[src/rtl/data_reg_bank_stream.sv]
// N-entry register bank with single/parallel load, per-entry dirty flags and a valid/ready stream-out port.
// Optional byte-enable write masking when DRB_WRITE_MASK_EN is defined (adds wr_be input).
module data_reg_bank_stream #(
  parameter int N  = 4,
  parameter int W  = 32,
  parameter int AW = 2
) (
  input  logic           clk,
  input  logic           rst_n,
  input  logic [N*W-1:0] in_bus,
  input  logic [W-1:0]   data_in,
  input  logic [AW-1:0]  wr_addr,
  input  logic           wr_en,
  input  logic           wr_all,
`ifdef DRB_WRITE_MASK_EN
  input  logic [W/8-1:0] wr_be,
`endif
  input  logic           rd_start,
  output logic [N*W-1:0] out_bus,
  output logic [N-1:0]   dirty,
  output logic [W-1:0]   stream_data,
  output logic [AW-1:0]  stream_idx,
  output logic           stream_valid,
  input  logic           stream_ready,
  output logic           stream_last,
  output logic           busy,
  output logic           done,
  output logic           wr_err
);

  typedef enum logic {IDLE, SEND} state_t;

  localparam logic [AW:0]   NUM  = (AW+1)'(N);
  localparam logic [AW-1:0] LAST = AW'(N-1);
  localparam logic [AW-1:0] ONE  = AW'(1);

  state_t        state_q;
  logic [W-1:0]  entry_q [N];
  logic [W-1:0]  entry_d [N];
  logic [N-1:0]  dirty_q, dirty_d;
  logic [W-1:0]  stream_data_q;
  logic [AW-1:0] stream_idx_q;
  logic          stream_valid_q;
  logic          done_q;
  logic          wr_err_q;

  logic          addr_ok;
  logic          accept;
  logic [AW-1:0] idx_nxt;
  logic [W-1:0]  nxt_word;

  assign addr_ok = ({1'b0, wr_addr} < NUM);
  assign accept  = (state_q == SEND) && stream_ready;
  assign idx_nxt = stream_idx_q + ONE;

  // Clear on accepted beat first so a same-edge write re-sets the flag.
  always_comb begin
    for (int i = 0; i < N; i++) begin
      entry_d[i] = entry_q[i];
      dirty_d[i] = dirty_q[i];
      if (accept && (stream_idx_q == AW'(i))) dirty_d[i] = 1'b0;
      if (wr_en) begin
        if (addr_ok && (wr_addr == AW'(i))) begin
`ifdef DRB_WRITE_MASK_EN
          for (int b = 0; b < W/8; b++) begin
            if (wr_be[b]) entry_d[i][b*8 +: 8] = data_in[b*8 +: 8];
          end
          if (|wr_be) dirty_d[i] = 1'b1;
`else
          entry_d[i] = data_in;
          dirty_d[i] = 1'b1;
`endif
        end
      end else if (wr_all) begin
        entry_d[i] = in_bus[i*W +: W];
        dirty_d[i] = 1'b1;
      end
    end
  end

  always_comb begin
    nxt_word = '0;
    for (int i = 0; i < N; i++) begin
      if (idx_nxt == AW'(i)) nxt_word = entry_q[i];
    end
  end

  always_ff @(posedge clk or negedge rst_n) begin
    if (!rst_n) begin
      for (int i = 0; i < N; i++) entry_q[i] <= '0;
      dirty_q <= '0;
    end else begin
      for (int i = 0; i < N; i++) entry_q[i] <= entry_d[i];
      dirty_q <= dirty_d;
    end
  end

  // Stream FSM: latches pre-write entry values so writes before latching are streamed.
  always_ff @(posedge clk or negedge rst_n) begin
    if (!rst_n) begin
      state_q        <= IDLE;
      stream_data_q  <= '0;
      stream_idx_q   <= '0;
      stream_valid_q <= 1'b0;
      done_q         <= 1'b0;
      wr_err_q       <= 1'b0;
    end else begin
      done_q   <= 1'b0;
      wr_err_q <= wr_en && !addr_ok;
      case (state_q)
        IDLE: begin
          if (rd_start) begin
            state_q        <= SEND;
            stream_idx_q   <= '0;
            stream_data_q  <= entry_q[0];
            stream_valid_q <= 1'b1;
          end
        end
        SEND: begin
          if (stream_ready) begin
            if (stream_idx_q == LAST) begin
              state_q        <= IDLE;
              stream_valid_q <= 1'b0;
              done_q         <= 1'b1;
            end else begin
              stream_idx_q  <= idx_nxt;
              stream_data_q <= nxt_word;
            end
          end
        end
        default: state_q <= IDLE;
      endcase
    end
  end

  for (genvar g = 0; g < N; g++) begin : g_out
    assign out_bus[g*W +: W] = entry_q[g];
  end

  assign dirty        = dirty_q;
  assign stream_data  = stream_data_q;
  assign stream_idx   = stream_idx_q;
  assign stream_valid = stream_valid_q;
  assign stream_last  = stream_valid_q && (stream_idx_q == LAST);
  assign busy         = (state_q == SEND);
  assign done         = done_q;
  assign wr_err       = wr_err_q;

endmodule

[config.mk]
export PLATFORM = sky130hd
export DESIGN_NAME = data_reg_bank_stream
export DESIGN_NICKNAME = d
export VERILOG_FILES = /design/src/rtl/data_reg_bank_stream.sv
export SDC_FILE = /design/constraint.sdc
export NUM_CORES = 1
export LEC_CHECK = 0
export ABC_AREA = 1
export BUFFER_PORTS_ARGS = -buffer_cell sky130_fd_sc_hd__buf_2
export CAP_MARGIN = 0
export CORE_MARGIN = 2
export CORE_UTILIZATION = 35
export CTS_CLUSTER_DIAMETER = 120
export DETAILED_ROUTE_END_ITERATION = 10
export GPL_TIMING_DRIVEN = 0
export SKIP_LAST_GASP = 1
export SLEW_MARGIN = 20
export SYNTH_ARGS = -nofsm -noshare
export SYNTH_HDL_FRONTEND = slang
export SYNTH_SLANG_ARGS = --single-unit
[constraint.sdc]
create_clock -name clk -period 1.7 [get_ports clk]
set_clock_uncertainty 0.05 [all_clocks]
set_input_delay 0.34 -clock clk [delete_from_list [all_inputs] [get_ports clk]]
set_output_delay 0.34 -clock clk [all_outputs]
set_load 0.01 [all_outputs]
---- Word level (Yosys, flattened, before mapping) ----
Cells that the tools add are included.
storage, ports and cells
  bits in registers ....................... 169
  bits in latches ......................... 0
  memory bits (writable) .................. 0
  bits in read-only memories .............. 0
  input port bits ......................... 168
  logic and storage cells ................. 96
  memories ................................ 0
cells by class
  $add $sub $neg .......................... 1
  multiply operators ...................... 0
  divide/modulo/power cells ............... 0
  $lt $le $gt $ge ......................... 0
  equal/unequal tests ..................... 17
  shifts and indexed selects .............. 0
  muxes and demuxes ....................... 51
  bitwise gates (word level) .............. 1
  reduce and logical (&&, ||, !) cells .... 16
operators by type and width
  operator               number
  $mux W32               19
  $pmux W32 S2           1
  $mux W1                25
  $eq A2 B2 Y1 const B   6
  $ne A2 B1 Y1 const B   5
  $reduce_and A2 Y1      4
  $eq A2 B1 Y1 const B   3
  $logic_and A1 B1 Y1    6
  $logic_not A2 Y1       3
  $mux W2                3
  $ne A2 B2 Y1 const B   3
  $reduce_and A3 Y1      2
  $pmux W1 S2            2
  $pmux W2 S2            1
  $add A2 B1 Y2 const B  1
  $reduce_bool A2 Y1     1
  $not A1 Y1             1

---- Logic depth before layout (Yosys ltp) ----
Gate-level depths: netlist (run 1).
  depth after elaboration ................. 9
  mapped depth ............................ 11

---- Worst setup path after synthesis (run 1) ----
Ideal clock, no wire load.
  path kind ............................... reg2reg
  start point ............................. reg stream_idx_q[0], in the netlist stream_idx[0]
  end point ............................... reg stream_data_q[10], in the netlist stream_data[10]
  library setup time ...................... 0.077 ns
  arrival ................................. 1.435 ns
  required time ........................... 1.573 ns
  setup slack ............................. 0.138 ns
  cell stages (with the launch flop) ...... 12
  path buffers ............................ 2
  clock period less this slack ............ 1.562 ns
  path through ............................ dfrtp_1 -> inv_1 -> ha_1 -> buf_2 -> inv_2 -> buf_4 -> nand3_1 -> nand2_1 -> nand2_1 -> nand2_1 -> nand2_1 -> a21oi_1
between the ends
  longest elaborated chain between the ends .. 9
  elaborated cells on any way between the ends .. 15
  classes of those cells .................. 1 x add/sub; 5 x eq/ne; 7 x mux; 2 x reduce/logical
ends and longest elaborated chain
  element                 line  RTL
  from (decl)             42    logic [AW-1:0] stream_idx_q;
  from (signal assigned)  126   stream_idx_q <= idx_nxt;
  $add A2 B1 Y2           54    assign idx_nxt = stream_idx_q + ONE;
  $logic_not A2 Y1        84    if (idx_nxt == AW'(i)) nxt_word = entry_q[i];
  $mux W32 (4 in a row)   84
  $mux W32                121   if (stream_idx_q == LAST) begin
  $mux W32                120   if (stream_ready) begin
  $pmux W32 S2            110   case (state_q)
  to (signal assigned)    115   stream_data_q <= entry_q[0];
  to (signal assigned)    127   stream_data_q <= nxt_word;
  to (decl)               41    logic [W-1:0] stream_data_q;
Parallel ways exist; a longest one is shown, timed or not. The select of a mux whose other input is x is not followed.
A chain may end at the register's enable or synchronous reset.

---- Final worst setup path (run 1) ----
  start point ............................. reg stream_idx_q[0], in the netlist stream_idx[0]
  end point ............................... out stream_last
between the ends
  longest elaborated chain between the ends .. 2
ends and longest elaborated chain
  element              line  RTL
  $eq A2 B2 Y1         144   assign stream_last = stream_valid_q && (stream_idx_q == LAST);
  $logic_and A1 B1 Y1  144
  to (decl)            25    output logic stream_last,
No other way between the ends.

==> summary.md, run 1 <==
| Metric | Value |
|---|---|
| Dpl cells | 1803 |
| Wire length of the first global-routing pass | 55.6 mm |
| Initial antenna violation count | 4 |
| Pre-Repair DR Iteration Count | 5 |
| CP max FO | 5 |
| Nets@finish | 1670 |
| Power per cell area | 1490 nW/um^2 |
| Register area share after synthesis | 45.8% |
| Cell variety after synth | 21 |
| Fin crit period | 1.68 ns |
| Synthesized Nets | between 1k and 1.5k |
| Commonest non-fill, non-tap cell in the layout | buf_2 |
| Hold Crit Class | primary input to register |
| Initial Utilization | 35.6% |
| Clk sink count | 169 |
| Post-Layout Cell Count | 1845 |
| Cell count after synthesis | 1130 |
| Total wire length | 37.6 mm |
| Clock Path Buffers | 2 |
| Crit end category | output pin |
| TritonCTS buffer count | 17 |
| Clk slew on worst S/H paths | 0.07 ns |
| # port buffers | 337 |
| Yosys warning total | 0 |
| Setup crit end | stream_last |
| Most frequent cells in the layout | buf_2 (358), nand2_1 (225), a21oi_1 (224), dfrtp_1 (167), nor2_1 (132) |
| Root buffer cell | clkbuf_16 |
| Endpoints failing setup | 0 |
| Die W | roughly 170 um |
| Unrepaired setup endpoints after global routing | yes |
| Cell area after synthesis | roughly 9000 sq um |
| Share of layout cells above drive strength 1 | 31.8% |
| Placer Congestion | 0.834 |
| Cell family contributing the most delay on the critical path | flip-flops |
| Critical Path Max Stage Delay | 0.47 ns |
| Reg2Reg Setup Slack | roughly 0.070 ns |
| Setup CP Type | register to output pin |
| GRT Residual Overflow | 0 |
| Worst reg2reg startpoint | stream_idx[0]$_DFFE_PN0P_ |
| Synthesis-to-finish area growth | 32.7% |
| WP data required | about 1.3 ns |
| Final hold vios | 0 |
| Clk_lat worst skew | 0.43 ns |
| DRC viols | 0 |
| Slew margin rel. | 48.9% |
| Worst path depth | 4 |
| Status | completed |
| Synth Register Bits | 169 |
| FF-to-FF path depth | 8 |
| Total track usage | 26.4% |
| Largest net degree at the start of global routing | 87 |
| TritonCTS clock tree | yes |
| Worst-path cell chain | ha_4 -> nand2_2 -> inv_1 -> buf_2 |
| Reg-to-reg endpoint | stream_data[15]$_DFFE_PN0P_ |
| # IOs | approximately 340 |
| Leakage | around 6.3 nW |
| Period utilization | 98.8% |
| H-tree depth | 4 |
| Vias | ~9.4k |
| Core area | 26000 sq um |
| Number of global-route vias before repair | 9209 |
| Total Neg Setup Slack | 0 ns |
| Avg Cell Area, Syn | 8.18 sq um |
| Max Transition Viols Final | 0 |
| Crit path launch type | register |
| HPWL after DPL | between 20 and 30 mm |
| Initial DRC count | 665 |
| Setup WS pre-CTS | -0.350 ns |
| Average vias per placed instance | 5.09 |
| CP max-delay cell | dfrtp_2 |
| Crit path DAT | ~1.3 ns |
| Fmax | approximately 0.60 GHz |
| FP Rows | 59 |
| Die height | 166 um |
| Avg WL per Cell | 20.4 um |
| DIE AREA | ~28000 sq um |
| DRT antenna net count | 0 |
| Bufs and invs on worst path | 2 |
| Hold Slack | approximately 0.14 ns |
| Max-capacitance violation count | 0 |
| Worst Slack Setup Final | around 0.021 ns |
| CP startpoint | stream_idx[0]$_DFFE_PN0P_ |
| Worst-Margin Slew | 0.766 ns |
| Peak VDD IR | 0.000577 V |
-- worst min path at each step --
stage / slack [ns] / end / start / cells after the start
3_5_place_dp: 0.33 / out_bus[63]$_DFFE_PN0P_ / rst_n / 1
2_1_floorplan: -0.006 / busy$_DFF_PN0_ / rst_n / 0
3_3_place_gp: 0.44 / dirty[2]$_DFF_PN0_ / dirty[2]$_DFF_PN0_ / 2
6_report: 0.14 / out_bus[25]$_DFFE_PN0P_ / in_bus[25] / 3
4_1_cts: 0.12 / out_bus[57]$_DFFE_PN0P_ / in_bus[57] / 3
5_1_grt: 0.14 / out_bus[73]$_DFFE_PN0P_ / in_bus[73] / 3
-- cells in the mapped netlist (all sizes together) --
| cell | n | share of area, % |
|---|---|---|
| inv | 77 | 3.2 |
| clkbuf | 12 | 0.49 |
| a21oi | 226 | 12 |
| mux2i | 97 | 11 |
| nand3 | 41 | 2.4 |
| dfrtp | 169 | 46 |
| o21ai | 69 | 3.7 |
| ha | 5 | 0.68 |
| nand2 | 231 | 9.5 |
| nor2 | 134 | 5.6 |
| conb | 1 | 0.041 |
| buf | 68 | 5.8 |
-- area by class of cell --
class	instances	area, sq um
fill	2668	13700
sequential	169	4230
multi-input combinational	804	4180
timing repair buffer	348	1820
buffer	80	729
clock buffer	17	425
tap	335	419
inverter	77	312
clock inverter	13	144
antenna	2	5.00
-- flip-flops by register name, indices dropped and copies added (netlist names) --
signal / count
stream_data: 32
stream_valid: 1
out_bus: 128
dirty: 4
done: 1
stream_idx: 2
busy: 1
-- per-stage QoR --
stage	util, %	area [sq um]	total power [mW]
after floorplan	-	9240	10.4
after global placement	43.7	11300	13.5
after detailed placement	43.8	11400	13.6
after CTS	46.5	12100	17.8
after global routing	47.2	12300	19.5
final	47.2	12300	18.3
-- tightest hold or removal path: stages --
cell and delay, ns:
buf_2 0.07, mux2i_1 0.05, a21oi_1 0.11
-- per-layer routing --
layer / GRT usage [%] / part of all wire, % / vias to the layer above
met4: 9.00 / 2.7 / 4
met2: 43.9 / 47 / 406
li1: - / - / 4451
met3: 4.85 / 6.5 / 58
met5: 0 / 0.080 / -
met1: 34.6 / 43 / 4469
-- power by group --
part	leakage, nW	switching (mW)	internal [mW]
registers	1.92	0.815	5.00
logic	4.16	5.09	3.43
clock network	0.269	1.76	2.17
-- repair_timing --
item / CTS / global route
hold buffers: 1 / 0
gates cloned: 0 / 1
setup buffers: 3 / 5
pin swaps: 0 / 1
gates resized for setup: 36 / 43
endpoints found under the hold margin: 83 / 0
endpoints found under the setup margin: 35 / 36
-- cells by family after synthesis --
group           after synthesis  synth area share (%)
compound gates              295                  16.0
fa+ha+maj                     5                 0.677
buf+inv                     157                  9.52
flops                       169                  45.8
mux                          97                  10.5
other cells                   1                0.0406
simple gates                406                  17.5
No activity file was read; power rests on OpenSTA's default activity.
==> run 2, diff against run 1 <==
--- a/config.mk
+++ b/config.mk
@@ -13,6 +13,7 @@
 export CTS_CLUSTER_DIAMETER = 120
 export DETAILED_ROUTE_END_ITERATION = 10
 export GPL_TIMING_DRIVEN = 0
+export PLACE_DENSITY_LB_ADDON = 0.12
 export SKIP_LAST_GASP = 1
 export SLEW_MARGIN = 20
 export SYNTH_ARGS = -nofsm -noshare
==> run 2 against run 1 <==
- total power rose by 3.2%
- fmax is 0.23% higher
- sequential share of layout area fell by 0.55 points
- sequential cell count is the same
- critical endpoint unchanged
==> summary.md, run 2 (synthesis gave the netlist of run 1 again) <==
| Metric | Value |
|---|---|
| Period utilization | 98.5% (-0.23 points) |
| Crit end category | output pin |
| CP startpoint | stream_idx[0]$_DFFE_PN0P_ |
| Fin crit period | 1.68 ns (-0.00392 ns) |
| Setup CP Type | register to output pin |
| Vias | 9453 (+0.69%) |
| TritonCTS buffer count | 17 (unchanged) |
| Synthesis-to-finish area growth | 34.9% |
| Average vias per placed instance | 5.11 (+0.47%) |
| Placer Congestion | 0.824 (-1.2%) |
| Worst reg2reg startpoint | stream_idx[1]$_DFFE_PN0P_ |
| Area occupied by multi-input gates | 4230 sq um (+1.2%) |
| Unrepaired setup endpoints after global routing | yes |
| FF-to-FF path depth | 8 (unchanged) |
| Largest net degree at the start of global routing | 91 (+4.6%) |
| Root buffer cell | clkbuf_16 |
| Hold Crit Class | primary input to register |
| CP max FO | 4 (-1) |
| HPWL after DPL | 27.3 mm (-0.93%) |
| Number of global-route vias before repair | 9195 (-0.15%) |
| Clk slew on worst S/H paths | 0.07 ns (about the same) |
| Critical Path Max Stage Delay | 0.46 ns (about the same) |
| Flip-flop count of the largest register after layout | 128 (unchanged) |
| Die W | 166 um (unchanged) |
| # port buffers | 337 (unchanged) |
| Total wire length | 38.6 mm (+2.8%) |
| GRT Residual Overflow | 0 (unchanged) |
| Crit path launch type | register |
| Pre-Repair DR Iteration Count | 5 (unchanged) |
| DRT antenna net count | 0 (unchanged) |
| Wire length of the first global-routing pass | 56.9 mm (+2.2%) |
| Min-delay src | in_bus[27] |
| Worst-Margin Slew | 0.812 ns (+0.0459 ns) |
| Met1 Wirelength | 16.8 mm (+3.1%) |
| H-tree depth | 4 (unchanged) |
| Status | completed |
| Power per cell area | 1510 nW/um^2 (+1.6%) |
| Highest Signal Layer | met4 |
| Nets@finish | 1673 (+0.18%) |
| WP data required | 1.31 ns (about the same) |
| Reg2Reg Setup Slack | 0.05 ns (-0.02 ns) |
| Register area | 4230 sq um (unchanged) |
| Clock Path Buffers | 2 (unchanged) |
| CP max-delay cell | dfrtp_2 |
| Total track usage | 27.0% (+0.63 points) |
| Clk_lat worst skew | 0.43 ns (about the same) |
| Worst hold stages | 3 (unchanged) |
| Endpoints failing setup | 0 (unchanged) |
| TritonCTS clock tree | yes |
| Avg WL per Cell | 20.9 um (+2.5%) |
| Max Transition Viols Final | 0 (unchanged) |
| Die height | 166 um (unchanged) |
| Number of fillers in the final layout | 2624 (-1.6%) |
| Max-capacitance violation count | 0 (unchanged) |
| Initial antenna violation count | 2 (-2) |
| Commonest non-fill, non-tap cell in the layout | buf_2 |
| Post-layout util | 48.0% (+0.76 points) |
| WHS Endpoint | out_bus[27]$_DFFE_PN0P_ |
| Clk sink count | 169 (unchanged) |
| DRC viols | 0 (unchanged) |
| Final hold vios | 0 (unchanged) |
| # IOs | 339 (unchanged) |
| Initial Utilization | 35.6% (unchanged) |
| Met2 routed WL | 18.7 mm (+4.8%) |
| Share of layout cells above drive strength 1 | 33.0% (+1.2 points) |
| Slew margin rel. | 45.9% (-3.1 points) |
| Leakage | 6.40 nW (+0.83%) |
| Most frequent cells in the layout | buf_2 (357), nand2_1 (225), a21oi_1 (209), dfrtp_1 (167), nor2_1 (132) |
| FP Rows | 59 (unchanged) |
| Core area | 26000 sq um (unchanged) |
| Routed wire length on met3 | 2.52 mm (+3.9%) |
| Reg-to-reg endpoint | stream_data[28]$_DFFE_PN0P_ |
| Crit path DAT | 1.29 ns (about the same) |
| Peak VDD IR | 0.000674 V (+17%) |
| Total Neg Setup Slack | 0 ns (unchanged) |
| Fmax | 0.597 GHz (+0.23%) |
| DIE AREA | 27700 sq um (unchanged) |
| Initial DRC count | 721 (+8.4%) |
| Worst-path cell chain | ha_4 -> nand2_2 -> inv_2 -> buf_6 |
run 2: where the power goes:
group | switching (mW) | total (mW) | internal, mW
clock | 1.77 | 3.80 | 2.03
sequential | 0.794 | 5.79 | 4.99
combinational | 5.40 | 9.25 | 3.85
run 2: per-layer routing:
| layer | track usage, % | vias up |
|---|---|---|
| li1 | - | 4466 |
| met1 | 36.7 | 4572 |
| met2 | 44.7 | 378 |
| met3 | 4.61 | 37 |
| met4 | 7.50 | 0 |
| met5 | 0 | - |
run 2: repair_timing:
action / 4_1_cts / 5_1_grt
pin swaps: 0 / 1
endpoints found under the hold margin: 79 / 0
gates cloned: 0 / 4
setup buffers: 5 / 3
setup endpoints to repair: 36 / 33
gates resized for setup: 50 / 66
hold buffers: 1 / 0
run 2: layout make-up:
class	count	area share (%)
diodes	2	0.0402
clock buffers	19	3.47
multi-input cells	804	33.9
repair buffers	351	15.3
flip-flops and latches	169	34.0
inverters	77	2.58
clock inverters	12	0.934
well taps	335	3.36
plain buffers	80	6.48
run 2: critical path, delay by kind of cell (launching register included):
kind	cells	cell delay [ns]
and+or+nand+nor	1	0.06
DFF	1	0.46
adders and majority gates	1	0.20
buffers and inverters	2	0.13
run 2: worst max-delay path by stage:
stage,cells past startpoint,slack [ns],end
after global routing,7,-0.04,stream_data[22]$_DFFE_PN0P_
after floorplan,11,0.14,stream_data[10]$_DFFE_PN0P_
after CTS,11,-0.03,stream_data[28]$_DFFE_PN0P_
final,4,0.02,stream_last
after global placement,1,-2.68,out_bus[114]$_DFFE_PN0P_
after detailed placement,7,-0.33,stream_data[15]$_DFFE_PN0P_
run 2: metrics by stage:
step / hold slack, ns / instance area (sq um) / instances / total power [mW] / setup slack, ns
detailed placement: 0.323 / 11400 / 1803 / 13.6 / -0.330
finish: 0.135 / 12500 / 1849 / 18.8 / 0.0250
global route: 0.126 / 12500 / 1848 / 20.1 / -0.0396
floorplan: -0.00559 / 9240 / 1130 / 10.4 / 0.138
global placement: 0.451 / 11300 / 1802 / 13.5 / -2.68
CTS: 0.118 / 12100 / 1840 / 17.9 / -0.0259
